### src/rtl/sdio_cmd_rx.sv
// SDIO CMD-line receiver: 48-bit frame capture, end-bit/CRC7 checks, error count.
// Optional CRC7 checking is enabled by defining SDIO_CMD_RX_CRC_CHECK_EN.
module sdio_cmd_rx #(
  parameter int ERR_CNT_W = 8
) (
  input  logic                 sd_clk,
  input  logic                 sd_resetn,
  input  logic                 sd_cmd,
  input  logic                 rx_en,
  output logic [47:0]          cmd_reg,
  output logic                 cmd_valid,
  input  logic                 cmd_ready,
  output logic                 rx_busy,
  output logic                 crc_err,
  output logic                 end_err,
  output logic                 overrun,
  input  logic                 err_clr,
  output logic [ERR_CNT_W-1:0] err_cnt
);

  typedef enum logic {
    IDLE,
    SHIFT
  } state_t;

  state_t                 state_q, state_d;
  logic [5:0]             cnt_q, cnt_d;
  logic [46:0]            sr_q, sr_d;
  logic                   done_q, done_d;
  logic [47:0]            reg_q, reg_d;
  logic                   vld_q, vld_d;
  logic                   end_err_q, end_err_d;
  logic                   ovr_q, ovr_d;
  logic [ERR_CNT_W-1:0]   ecnt_q, ecnt_d;
  logic                   end_bad, crc_bad, inc;

`ifdef SDIO_CMD_RX_CRC_CHECK_EN
  logic [6:0] crc_q, crc_d, crc_nxt;
  logic       crc_err_q, crc_err_d;
  logic       fb;

  assign fb      = sd_cmd ^ crc_q[6];
  assign crc_nxt = {crc_q[5:0], 1'b0} ^ {3'b000, fb, 2'b00, fb};
  assign crc_bad = (sr_q[7:1] != crc_q);
  assign crc_err = crc_err_q;
`else
  assign crc_bad = 1'b0;
  assign crc_err = 1'b0;
`endif

  always_comb begin
    state_d = state_q;
    cnt_d   = cnt_q;
    sr_d    = sr_q;
    done_d  = 1'b0;
`ifdef SDIO_CMD_RX_CRC_CHECK_EN
    crc_d   = crc_q;
`endif
    unique case (state_q)
      IDLE: begin
        if (rx_en && !sd_cmd) begin
          state_d = SHIFT;
          cnt_d   = 6'd46;
`ifdef SDIO_CMD_RX_CRC_CHECK_EN
          crc_d   = '0;
`endif
        end
      end
      SHIFT: begin
        if (!rx_en) begin
          state_d = IDLE;
          cnt_d   = '0;
        end else begin
          sr_d = {sr_q[45:0], sd_cmd};
`ifdef SDIO_CMD_RX_CRC_CHECK_EN
          if (cnt_q >= 6'd8) crc_d = crc_nxt;
`endif
          if (cnt_q == 6'd0) begin
            state_d = IDLE;
            done_d  = 1'b1;
          end else begin
            cnt_d = cnt_q - 6'd1;
          end
        end
      end
      default: state_d = IDLE;
    endcase
  end

  // Frame verdict, one cycle after the end bit; host-bound frames are dropped
  always_comb begin
    reg_d     = reg_q;
    vld_d     = vld_q && !cmd_ready;
    end_err_d = 1'b0;
    ovr_d     = 1'b0;
    inc       = 1'b0;
    end_bad   = !sr_q[0];
`ifdef SDIO_CMD_RX_CRC_CHECK_EN
    crc_err_d = 1'b0;
`endif
    if (done_q && sr_q[46]) begin
      if (end_bad || crc_bad) begin
        end_err_d = end_bad;
`ifdef SDIO_CMD_RX_CRC_CHECK_EN
        crc_err_d = crc_bad;
`endif
        inc       = 1'b1;
      end else if (vld_q && !cmd_ready) begin
        ovr_d = 1'b1;
        inc   = 1'b1;
      end else begin
        reg_d = {1'b0, sr_q};
        vld_d = 1'b1;
      end
    end
    if (err_clr)
      ecnt_d = '0;
    else if (inc && !(&ecnt_q))
      ecnt_d = ecnt_q + ERR_CNT_W'(1);
    else
      ecnt_d = ecnt_q;
  end

  always_ff @(posedge sd_clk) begin
    if (!sd_resetn) begin
      state_q   <= IDLE;
      cnt_q     <= '0;
      sr_q      <= '0;
      done_q    <= 1'b0;
      reg_q     <= '0;
      vld_q     <= 1'b0;
      end_err_q <= 1'b0;
      ovr_q     <= 1'b0;
      ecnt_q    <= '0;
`ifdef SDIO_CMD_RX_CRC_CHECK_EN
      crc_q     <= '0;
      crc_err_q <= 1'b0;
`endif
    end else begin
      state_q   <= state_d;
      cnt_q     <= cnt_d;
      sr_q      <= sr_d;
      done_q    <= done_d;
      reg_q     <= reg_d;
      vld_q     <= vld_d;
      end_err_q <= end_err_d;
      ovr_q     <= ovr_d;
      ecnt_q    <= ecnt_d;
`ifdef SDIO_CMD_RX_CRC_CHECK_EN
      crc_q     <= crc_d;
      crc_err_q <= crc_err_d;
`endif
    end
  end

  assign cmd_reg   = reg_q;
  assign cmd_valid = vld_q;
  assign rx_busy   = (state_q == SHIFT);
  assign end_err   = end_err_q;
  assign overrun   = ovr_q;
  assign err_cnt   = ecnt_q;

endmodule

### config.mk
export PLATFORM = sky130hd
export DESIGN_NAME = sdio_cmd_rx
export DESIGN_NICKNAME = d
export VERILOG_FILES = /design/src/rtl/sdio_cmd_rx.sv
export SDC_FILE = /design/constraint.sdc
export NUM_CORES = 1
export LEC_CHECK = 0
export ABC_CLOCK_PERIOD_IN_PS = 1400
export CAP_MARGIN = 10
export CORE_ASPECT_RATIO = 0.9
export CORE_MARGIN = 1.5
export CORE_UTILIZATION = 50
export CTS_BUF_LIST = sky130_fd_sc_hd__clkbuf_8
export CTS_CLUSTER_DIAMETER = 60
export DETAILED_ROUTE_END_ITERATION = 10
export HOLD_SLACK_MARGIN = 0.1
export PLACE_DENSITY = 0.77
export SLEW_MARGIN = 10
export SYNTH_ARGS = -nofsm -noshare
export SYNTH_HDL_FRONTEND = slang
export SYNTH_SLANG_ARGS = --single-unit
export TNS_END_PERCENT = 20
### constraint.sdc
create_clock -name sd_clk -period 1.4 [get_ports sd_clk]
set_input_delay 0.28 -clock sd_clk [delete_from_list [all_inputs] [get_ports sd_clk]]
set_output_delay 0.28 -clock sd_clk [all_outputs]
set_load 0.02 [all_outputs]
After elaboration in Yosys (flattened, before gate mapping)
Index checks and enable logic that the tools add are counted.
- add/sub/neg operators: 2
- reductions and logical operators: 17
- muxes and demuxes: 14
- equality and inequality tests: 2
- bitwise gates (word level): 4
- operator list (kind ; count):
    2-to-1 mux 6 bit ; 3
    one-hot mux 6 bit (2 select lines) ; 1
    2-to-1 mux 1 bit ; 9
    AND reduction 3 bit ; 3
    adder 8 x 1 -> 8 bit (second input constant) ; 1
    AND reduction 8 bit ; 1
    zero test 6 bit ; 1
    subtractor 6 x 1 -> 6 bit (second input constant) ; 1
    logical AND 1 bit ; 4
    zero test 1 bit ; 4
    inverter 1 bit ; 4
    AND reduction 2 bit ; 2
    inequality test 3 bit (second input constant) ; 1
    OR reduction 3 bit ; 1
    inequality test 2 bit (second input constant) ; 1
    one-hot mux 1 bit (2 select lines) ; 1
    OR reduction 2 bit ; 1
- word-level logic and storage cells: 48
- register bits: 113
- input bits: 6
- output and inout bits: 61

Longest topological paths before layout
Gate-level depths: netlist (run 1).
- word-level depth: 6
- depth in mapped cells: 7
- depth with buffers taken out: 6

Worst setup path after synthesis (run 1)
No wires, ideal clock.
- kind: register -> register
- from: register ecnt_q[0] (netlist: err_cnt[0])
- to: register ecnt_q[4] (netlist: err_cnt[4])
- clock period less this slack: 1525 ps
- required time: 1284 ps
- stages on the path, launching flop included: 6
- setup slack: -125 ps
- path buffers: 0
- arrival time: 1408 ps
- library setup time: 116 ps
- path through: dfxtp_1 -> ha_1 -> and3_1 -> a21boi_0 -> a31oi_1 -> a41o_1
- cells in the longest elaborated chain, start to end: 3
- elaborated cells on any way between the ends: 4
- classes of those cells: add/sub (1); reduce/logical (3)
- RTL lines (element ; line ; source):
    start: declaration ; 34 ; logic [ERR_CNT_W-1:0] ecnt_q, ecnt_d;
    start signal: assignment ; 148 ; ecnt_q <= ecnt_d;
    branches (longest 3 deep; another with adder 8 x 1 -> 8 bit) ; n/a ;
Parallel ways; which one is timed is not known.
A chain may end at the register's enable or synchronous reset.

Worst setup path after layout (run 1)
- from: register ecnt_q[0] (netlist: err_cnt[0])
- to: register ecnt_q[1] (netlist: err_cnt[1])
The elaborated chain is that of the path after synthesis.

==> metrics.yaml, run 1 <==
cts:
  cts_sinks: 113
  cts_buffers: 17
  holdBufCountCts: 0
  cts_buffer_depth: 2
  cts_tree: "yes"
  h-tree-depth: 4
  clock-root-buffer: "clkbuf_8"
  clk_pin_slew_ps: 70
  clock_latency_ps: 430
critical_path:
  worst_setup_path_start_kind: "flop"
  crit_type: "flop to flop"
  worst_ep_arrival_time_ps: 1760
  crit_fanout: 7
  worstPathRequired_ps: 1740
  worst_setup_path_end_kind: "flop"
yosys:
  synth_top_area_share_pct: 49.92
  syn-mean-instance-area_sq_um: 8.535
  syn_area_sq_um: 4532
  synth_top_flop_cell: "dfxtp_1"
  synth_cells: 531
  ys_warn_count: 0
  yosys-top-cells-area: "dfxtp_1 (50%), nand2_1 (16%), a21boi_0 (12%), a21boi_1 (3.8%), buf_4 (1.7%)"
  synth_edf_count: 0
  synth_cell_types: 41
  netlist.top_cell.by_area: "dfxtp_1"
  async_flop_share_pct: 0
  synth.ff_latch_count: 113
  synth_seq_area_share_pct: 49.92
floorplanning:
  io_pins: 67
  core-area_sq_um: 8688
  rows: 32
  dieArea_sq_um: 9645
  die_h_um: 93.32
  start_util_pct: 52.16
  dieWidth_um: 103.4
detailed_routing:
  ant_nets: 0
  vias: 3812
  post_drt_wl_per_cell_um: 13.23
  firstDrtPassIters: 4
  drc: 0
  avgViaCountPerCell: 5.144
  wl_mm: 9.807
  drt-met1-wl_mm: 4.468
  first_iter_violations: 167
  topRoutingLayerUsed: "met4"
  route.met3.wl_um: 419
  wl_met2_mm: 4.795
place:
  dp_hpwl_mm: 6.080
  routabilityCongestion: 0.8851
  preCtsSetupSlack_ps: -393.2
  port_buffers: 64
  post_dp_cell_area_sq_um: 5403
  dpl.cell_count: 707
hold_path:
  hold_class: "input port to flop"
global_routing:
  grt_usage_pct: 21.45
  grt_first_pass_wirelength_mm: 16.13
  antenna_found_initial: 0
  grt_pass1_vias: 3565
  grt_max_degree: 104
  gr-total-overflow: 0
power:
  powerDensity_nw_per_um2: 1121
  max-vdd-ir-drop_mv: 0.7119
  leakagePower_uw: 0.002132
sta:
  whs_ps: 153.9
  setup_viol: 2
  finalCriticalPeriod_ps: 1419
  period_share_pct: 101.3
  clock_skew_ps: 12.43
  hold_viol_final: 0
  slew_viol_final: 0
  rsz0062_at_grt: "yes"
  max_freq_ghz: 0.7049
  layout_setup_ws_ps: -18.61
finish:
  layout-drive-gt1-share_pct: 22.83
  area_growth_pct: 28.71
  layout.cells.non_filler: 741
  stdcell_area_sq_um: 5833
  fin_util_pct: 67.14
  antenna_cells: 0
  fin_nets: 618
flow_run:
  max_cap_viol_count: 0
outcome:
  status: "complete, but fails checks"
  violations: "setup timing"
-- kinds of logic after synthesis --
logic type | share of synthesized area [%]
compound gates | 21.29
fa+ha+maj | 0.8284
buf+inv | 5.880
flops | 49.92
other cells | 0.08275
simple gates | 22.00
-- final cells by class --
cell class                      count  area, sq um
Fill cell                         717         2855
Sequential cell                   113         2280
Multi-Input combinational cell    373         2133
Timing Repair Buffer               95        840.8
Clock buffer                       23        316.6
Tap cell                          119        148.9
Clock inverter                      9        80.08
Inverter                            9        33.78
-- repair_timing --
action,4_1_cts,5_1_grt
buffers inserted,0,1
cloned,0,1
resized for setup,107,112
pin swaps,2,8
setup endpoints to repair,78,104
-- routing by layer --
metal	vias to the layer above	global-route usage (%)
met2	83	34.42
li1	1914	-
met1	1802	26.83
met3	13	7.250
met5	-	0
met4	0	7.320
-- synth_stat cells (2+ instances only) --
| cell | count |
|---|---|
| nand2_1 | 199 |
| dfxtp_1 | 113 |
| a21boi_0 | 72 |
| a21boi_1 | 23 |
| clkbuf_1 | 12 |
| buf_4 | 10 |
| a21oi_1 | 9 |
| buf_2 | 9 |
| inv_1 | 9 |
| o21ai_0 | 9 |
| nor2_1 | 8 |
| buf_6 | 6 |
| and3_1 | 4 |
| or3_1 | 4 |
| ha_1 | 3 |
| nand2b_1 | 3 |
| o311ai_0 | 3 |
| o41ai_1 | 3 |
| a31oi_1 | 2 |
| and2_1 | 2 |
| nand3_1 | 2 |
| nand4_1 | 2 |
| nor2b_1 | 2 |
| nor3_1 | 2 |
| nor3b_1 | 2 |
| o21a_1 | 2 |
| o221a_2 | 2 |
-- worst paths after layout --
check / from / cells after the start / endpoint / slack (ps)
setup / recovery: err_cnt[0]$_SDFFE_PP0P_ / 6 / err_cnt[1]$_SDFFE_PP0P_ / -20
hold / removal: sd_resetn / 2 / cmd_reg[46]$_SDFFE_PN0P_ / 150
setup reg to reg: err_cnt[0]$_SDFFE_PP0P_ / 6 / err_cnt[1]$_SDFFE_PP0P_ / -20
hold reg to reg: cmd_reg[37]$_SDFFE_PN0P_ / 2 / cmd_reg[37]$_SDFFE_PN0P_ / 450
-- critical path, cell delays in order (launching register included) --
cell	delay (ps)
dfxtp_2	320
ha_2	200
nand3_1	100
nor2_1	60
buf_4	160
or3b_1	370
a21oi_1	130
-- power breakdown --
part / total (uW) / switching (uW) / internal, uW
Clock: 2950 / 1270 / 1670
Sequential: 3260 / 26.6 / 3230
Combinational: 334 / 178 / 156
Total: 6540 / 1480 / 5060
-- cell usage in the layout, fill, tap and decap left out, drive strengths merged, types with 3 or more instances in the layout --
| cell type | instances |
|---|---|
| nand2 | 199 |
| dfxtp | 113 |
| a21boi | 95 |
| clkbuf | 49 |
| buf | 33 |
| clkdlybuf4s15 | 30 |
| inv | 10 |
| o21ai | 9 |
| a21oi | 9 |
| nor2 | 8 |
| and3 | 4 |
| clkdlybuf4s50 | 4 |
| or3 | 4 |
| clkinv | 4 |
| nand2b | 4 |
| clkinvlp | 3 |
| o41ai | 3 |
| o311ai | 3 |
| ha | 3 |
-- through the flow --
stage	total power [uW]	TNS, ps
6_report	6541	-25.26
5_1_grt	6764	-594.8
4_1_cts	6551	-129.1
3_5_place_dp	3608	-31490
3_3_place_gp	3599	-25980
2_1_floorplan	3519	-77.06
No activity file was read; power rests on OpenSTA's default activity.
==> inputs of run 2 (changes only) <==
--- a/config.mk
+++ b/config.mk
@@ -6,7 +6,6 @@
 export NUM_CORES = 1
 export LEC_CHECK = 0
 export ABC_CLOCK_PERIOD_IN_PS = 1400
-export CAP_MARGIN = 10
 export CORE_ASPECT_RATIO = 0.9
 export CORE_MARGIN = 1.5
 export CORE_UTILIZATION = 50
==> constraint.sdc (replaced) <==
create_clock -name sd_clk -period 1.4 [get_ports sd_clk]
set_input_delay 0.14 -clock sd_clk [delete_from_list [all_inputs] [get_ports sd_clk]]
set_output_delay 0.14 -clock sd_clk [all_outputs]
set_load 0.02 [all_outputs]
==> run 2 against run 1 <==
Against the previous run: wire length grew 5.3%; the run still ends with setup timing left; via count down 0.21%; flip-flop and latch count unchanged; clock-buffer cell count stayed put; critical path type unchanged; total power rose by 6.9%; sequential share of layout area fell by 1.1 points.
==> metrics.yaml, run 2 (synthesized netlist as in run 1, its figures left out) <==
detailed_routing:
  first_iter_violations: 143
  post_drt_wl_per_cell_um: 13.98
  vias: 3804
  drc: 0
  avgViaCountPerCell: 5.147
  firstDrtPassIters: 5
  ant_nets: 0
  wl_mm: 10.33
place:
  dp_hpwl_mm: 6.163
  post_dp_cell_area_sq_um: 5380
  preCtsSetupSlack_ps: -259.4
  port_buffers: 64
  routabilityCongestion: 0.8130
  dpl.cell_count: 704
cts:
  cts_sinks: 113
  cts_tree: "yes"
  cts_buffers: 17
  clock_latency_ps: 420
  h-tree-depth: 4
  clk_pin_slew_ps: 60
  clock-root-buffer: "clkbuf_8"
  cts_buffer_depth: 2
critical_path:
  reg2reg_depth: 6
  rr_startpoint: "cnt_q[1]$_SDFFE_PN0P_"
  worst_setup_path_start_kind: "flop"
  crit_type: "flop to flop"
  r2r_end: "cnt_q[3]$_SDFFE_PN0P_"
  r2r_setup_slack_ps: -20
  crit_fanout: 7
  worstPathRequired_ps: 1710
  worst_setup_path_end_kind: "flop"
  worst_ep_arrival_time_ps: 1730
global_routing:
  grt_usage_pct: 21.60
  grt_use_met3_pct: 6.353
  grt.busiest_layer: "met2"
  use_met1_pct: 26.32
  grt_max_degree: 104
  grt_first_pass_wirelength_mm: 15.98
  antenna_found_initial: 0
  met2_usage_pct: 35.40
  grt_pass1_vias: 3472
  gr-total-overflow: 0
finish:
  fin_util_pct: 68.99
  fin_nets: 618
  final_common_cell: "nand2_1"
  antenna_cells: 0
  layout.cells.non_filler: 739
  stdcell_area_sq_um: 5995
  layout_common_cells: "nand2_1 (198), dfxtp_1 (104), a21boi_0 (70), dlygate4sd2_1 (57), a21boi_1 (24)"
  multi_input_area_sq_um: 2171
  area_growth_pct: 32.28
  layout-drive-gt1-share_pct: 16.29
  regArea_sq_um: 2276
  n_fill_cell: 707
floorplanning:
  dieWidth_um: 103.4
  die_h_um: 93.32
  io_pins: 67
  dieArea_sq_um: 9645
  core-area_sq_um: 8688
  rows: 32
  start_util_pct: 52.16
power:
  leakagePower_uw: 0.002372
  max-vdd-ir-drop_mv: 0.7751
  power_uw: 6995
  powerDensity_nw_per_um2: 1167
sta:
  max_freq_ghz: 0.7050
  period_share_pct: 101.3
  slew_viol_final: 0
  setup_viol: 3
  rsz0062_at_grt: "yes"
  layout_setup_ws_ps: -18.43
  finalCriticalPeriod_ps: 1418
  hold_viol_final: 0
  clock_skew_ps: 8.753
hold_path:
  hold_depth: 2
  hold_class: "flop to flop"
  min_to: "cmd_reg[29]$_SDFFE_PN0P_"
  hold_path_startpoint: "cmd_reg[29]$_SDFFE_PN0P_"
outcome:
  violations: "setup timing"
  status: "complete, but fails checks"
flow_run:
  max_cap_viol_count: 0
## run 2: how the worst max path moves through the flow
stage	start	end	slack (ps)	cells after the start
4_1_cts	err_cnt[1]$_SDFFE_PP0P_	err_cnt[5]$_SDFFE_PP0P_	-30	5
3_3_place_gp	cmd_ready	err_cnt[5]$_SDFFE_PP0P_	-200	5
6_report	cnt_q[1]$_SDFFE_PN0P_	cnt_q[3]$_SDFFE_PN0P_	-20	6
3_5_place_dp	cmd_ready	err_cnt[5]$_SDFFE_PP0P_	-260	5
5_1_grt	cnt_q[1]$_SDFFE_PN0P_	cnt_q[3]$_SDFFE_PN0P_	-70	6
2_1_floorplan	cnt_q[0]$_SDFFE_PN0P_	cnt_q[2]$_SDFFE_PN0P_	-20	6
## run 2: area by class of cell
cell class	count	area share, %
multi-input combinational	373	36.21
tap	119	2.484
clock buffer	23	5.281
inverter	9	0.5636
sequential	113	37.97
clock inverter	7	2.192
timing repair buffer	95	15.30
## run 2: where the power goes
| part | internal, uW | total, uW | switching [uW] |
|---|---|---|---|
| Combinational | 150 | 324 | 175 |
| Sequential | 3230 | 3260 | 28.6 |
| Clock | 2190 | 3410 | 1220 |
| Total | 5570 | 6990 | 1420 |
## run 2: what timing repair did
item / in CTS / in global routing
buffers inserted: 0 / 2
gates resized for setup: 77 / 25
pin swaps: 5 / 6
hold buffers: 1 / 0
endpoints found under the hold margin: 2 / 0
cloned: 0 / 2
setup endpoints to repair: 78 / 45
## run 2: routing by layer
metal	part of all wire (%)	vias to the layer above
met5	0	-
met4	1.6	0
met3	4.0	18
met2	50	89
met1	44	1784
li1	-	1913
## run 2: critical path, cell delays in order, from the launching register on
cell and delay [ps]:
dfxtp_2 320, inv_2 70, ha_4 140, nor3b_4 280
o2bb2ai_4 210, a21oi_2 60, o221a_2 230
## run 2: stage by stage
| step | hold WS (ps) | setup TNS (ps) |
|---|---|---|
| 2_1_floorplan | 260.5 | -77.06 |
| 3_3_place_gp | 440.6 | -11180 |
| 3_5_place_dp | 448.9 | -15760 |
| 4_1_cts | 455.2 | -78.19 |
| 5_1_grt | 476.2 | -494.4 |
| 6_report | 449.7 | -43.04 |
==> inputs of run 3 (changes only) <==
--- a/config.mk
+++ b/config.mk
@@ -6,7 +6,7 @@
 export NUM_CORES = 1
 export LEC_CHECK = 0
 export ABC_CLOCK_PERIOD_IN_PS = 1400
-export CORE_ASPECT_RATIO = 0.9
+export CORE_ASPECT_RATIO = 0.75
 export CORE_MARGIN = 1.5
 export CORE_UTILIZATION = 50
 export CTS_BUF_LIST = sky130_fd_sc_hd__clkbuf_8
==> constraint.sdc (replaced) <==
create_clock -name sd_clk -period 1.4 [get_ports sd_clk]
set_input_delay 0.14 -clock sd_clk [delete_from_list [all_inputs] [get_ports sd_clk]]
set_output_delay 0.14 -clock sd_clk [all_outputs]
set_load 0.05 [all_outputs]
==> run 3 against run 2 <==
Against the previous run: the run still ends with setup timing left; core utilization fell by 1.2 points; total power is 7.9% lower; critical path depth unchanged; setup slack got worse by 27 ps; critical path type unchanged; critical endpoint unchanged.
==> metrics.yaml, run 3 (synthesized netlist as in run 1, its figures left out) <==
critical_path:
  worstPathRequired_ps: 1720
  worst_setup_path_start_kind: "flop"
  crit_type: "flop to flop"
  crit_fanout: 7
  worst_ep_arrival_time_ps: 1770
  worst_setup_path_end_kind: "flop"
finish:
  area_growth_pct: 29.10
  layout.cells.non_filler: 729
  multi_input_area_sq_um: 2131
  layout-drive-gt1-share_pct: 25.93
  n_fill_cell: 705
  fin_nets: 619
  antenna_cells: 0
  regArea_sq_um: 2287
  layout_common_cells: "nand2_1 (197), dfxtp_1 (101), buf_4 (76), a21boi_0 (71)"
  final_common_cell: "nand2_1"
detailed_routing:
  drc: 0
  post_drt_wl_per_cell_um: 13.67
  avgViaCountPerCell: 5.261
  wl_mm: 9.964
  vias: 3835
  first_iter_violations: 238
  ant_nets: 0
  firstDrtPassIters: 6
floorplanning:
  core-area_sq_um: 8636
  rows: 29
  die_h_um: 85.45
  io_pins: 67
  dieWidth_um: 112.9
  start_util_pct: 52.48
  dieArea_sq_um: 9650
place:
  port_buffers: 64
  dpl.cell_count: 695
  dp_hpwl_mm: 6.284
  routabilityCongestion: 0.7992
  preCtsSetupSlack_ps: -264.7
cts:
  clk_pin_slew_ps: 70
  cts_sinks: 113
  cts_buffers: 17
  cts_tree: "yes"
  h-tree-depth: 4
  holdBufCountCts: 0
  clock-root-buffer: "clkbuf_8"
  cts_buffer_depth: 2
  clock_latency_ps: 430
sta:
  slew_viol_final: 0
  whs_ps: 150.9
  rsz0062_at_grt: "yes"
  finalCriticalPeriod_ps: 1446
  max_freq_ghz: 0.6916
  clock_skew_ps: 10.87
  period_share_pct: 103.3
  hold_viol_final: 0
  layout_setup_ws_ps: -45.91
  setup_viol: 5
global_routing:
  gr-total-overflow: 0
  grt_first_pass_wirelength_mm: 16.55
  grt_pass1_vias: 3630
  grt_max_degree: 106
  grt_usage_pct: 21.54
  antenna_found_initial: 0
hold_path:
  hold_class: "input port to flop"
power:
  power_uw: 6443
  powerDensity_nw_per_um2: 1101
  leakagePower_uw: 0.002178
  max-vdd-ir-drop_mv: 0.7191
flow_run:
  max_cap_viol_count: 0
outcome:
  violations: "setup timing"
  status: "complete, but fails checks"
## run 3: worst max-delay path, cell delays in order (launching register included)
cell and delay (ps):
dfxtp_2 320, inv_2 80, ha_4 130, nor3b_4 300, o2bb2ai_4 220, a21oi_2 50
o221a_2 230
## run 3: final timing paths
kind,from,to,slack (ps),depth (start not counted)
worst max-delay path,cnt_q[1]$_SDFFE_PN0P_,cnt_q[3]$_SDFFE_PN0P_,-50,6
worst min-delay path,sd_resetn,err_cnt[7]$_SDFFE_PP0P_,150,3
worst max register to register,cnt_q[1]$_SDFFE_PN0P_,cnt_q[3]$_SDFFE_PN0P_,-50,6
worst min register to register,cmd_reg[37]$_SDFFE_PN0P_,cmd_reg[37]$_SDFFE_PN0P_,460,2
## run 3: timing repair
action / in CTS / in global routing
buffers inserted: 2 / 1
pin swaps: 6 / 9
gates resized for setup: 10 / 19
gates cloned: 0 / 1
setup endpoints to repair: 12 / 23
## run 3: routing by layer
metal	wire [um]	vias up	GRT usage, %
li1	-	1913	-
met5	0	-	0
met2	4589	114	34.37
met1	4724	1790	27.68
met4	131	0	8.750
met3	518	18	6.286
## run 3: cell type report
| class | instances | share of cell area (%) |
|---|---|---|
| multi-input cells | 373 | 36.42 |
| inverters | 9 | 0.5774 |
| repair buffers | 96 | 15.36 |
| clock inverters | 8 | 1.069 |
| flip-flops and latches | 113 | 39.09 |
| clock buffers | 22 | 5.175 |
| well taps | 108 | 2.310 |
## run 3: through the flow
| step | utilization (%) | area [sq um] | TNS, ps |
|---|---|---|---|
| 2_1_floorplan | - | 4574 | -16.21 |
| 3_3_place_gp | 62.04 | 5358 | -4957 |
| 3_5_place_dp | 62.04 | 5358 | -10380 |
| 4_1_cts | 66.85 | 5773 | -41.19 |
| 5_1_grt | 67.75 | 5851 | -679.0 |
| 6_report | 67.75 | 5851 | -170.5 |
## run 3: power breakdown
part	internal, uW	total [uW]	leakage [uW]	switching [uW]
logic	161	353	0.00106	192
clock network	1590	2830	0.000204	1240
registers	3230	3260	0.000918	30.3
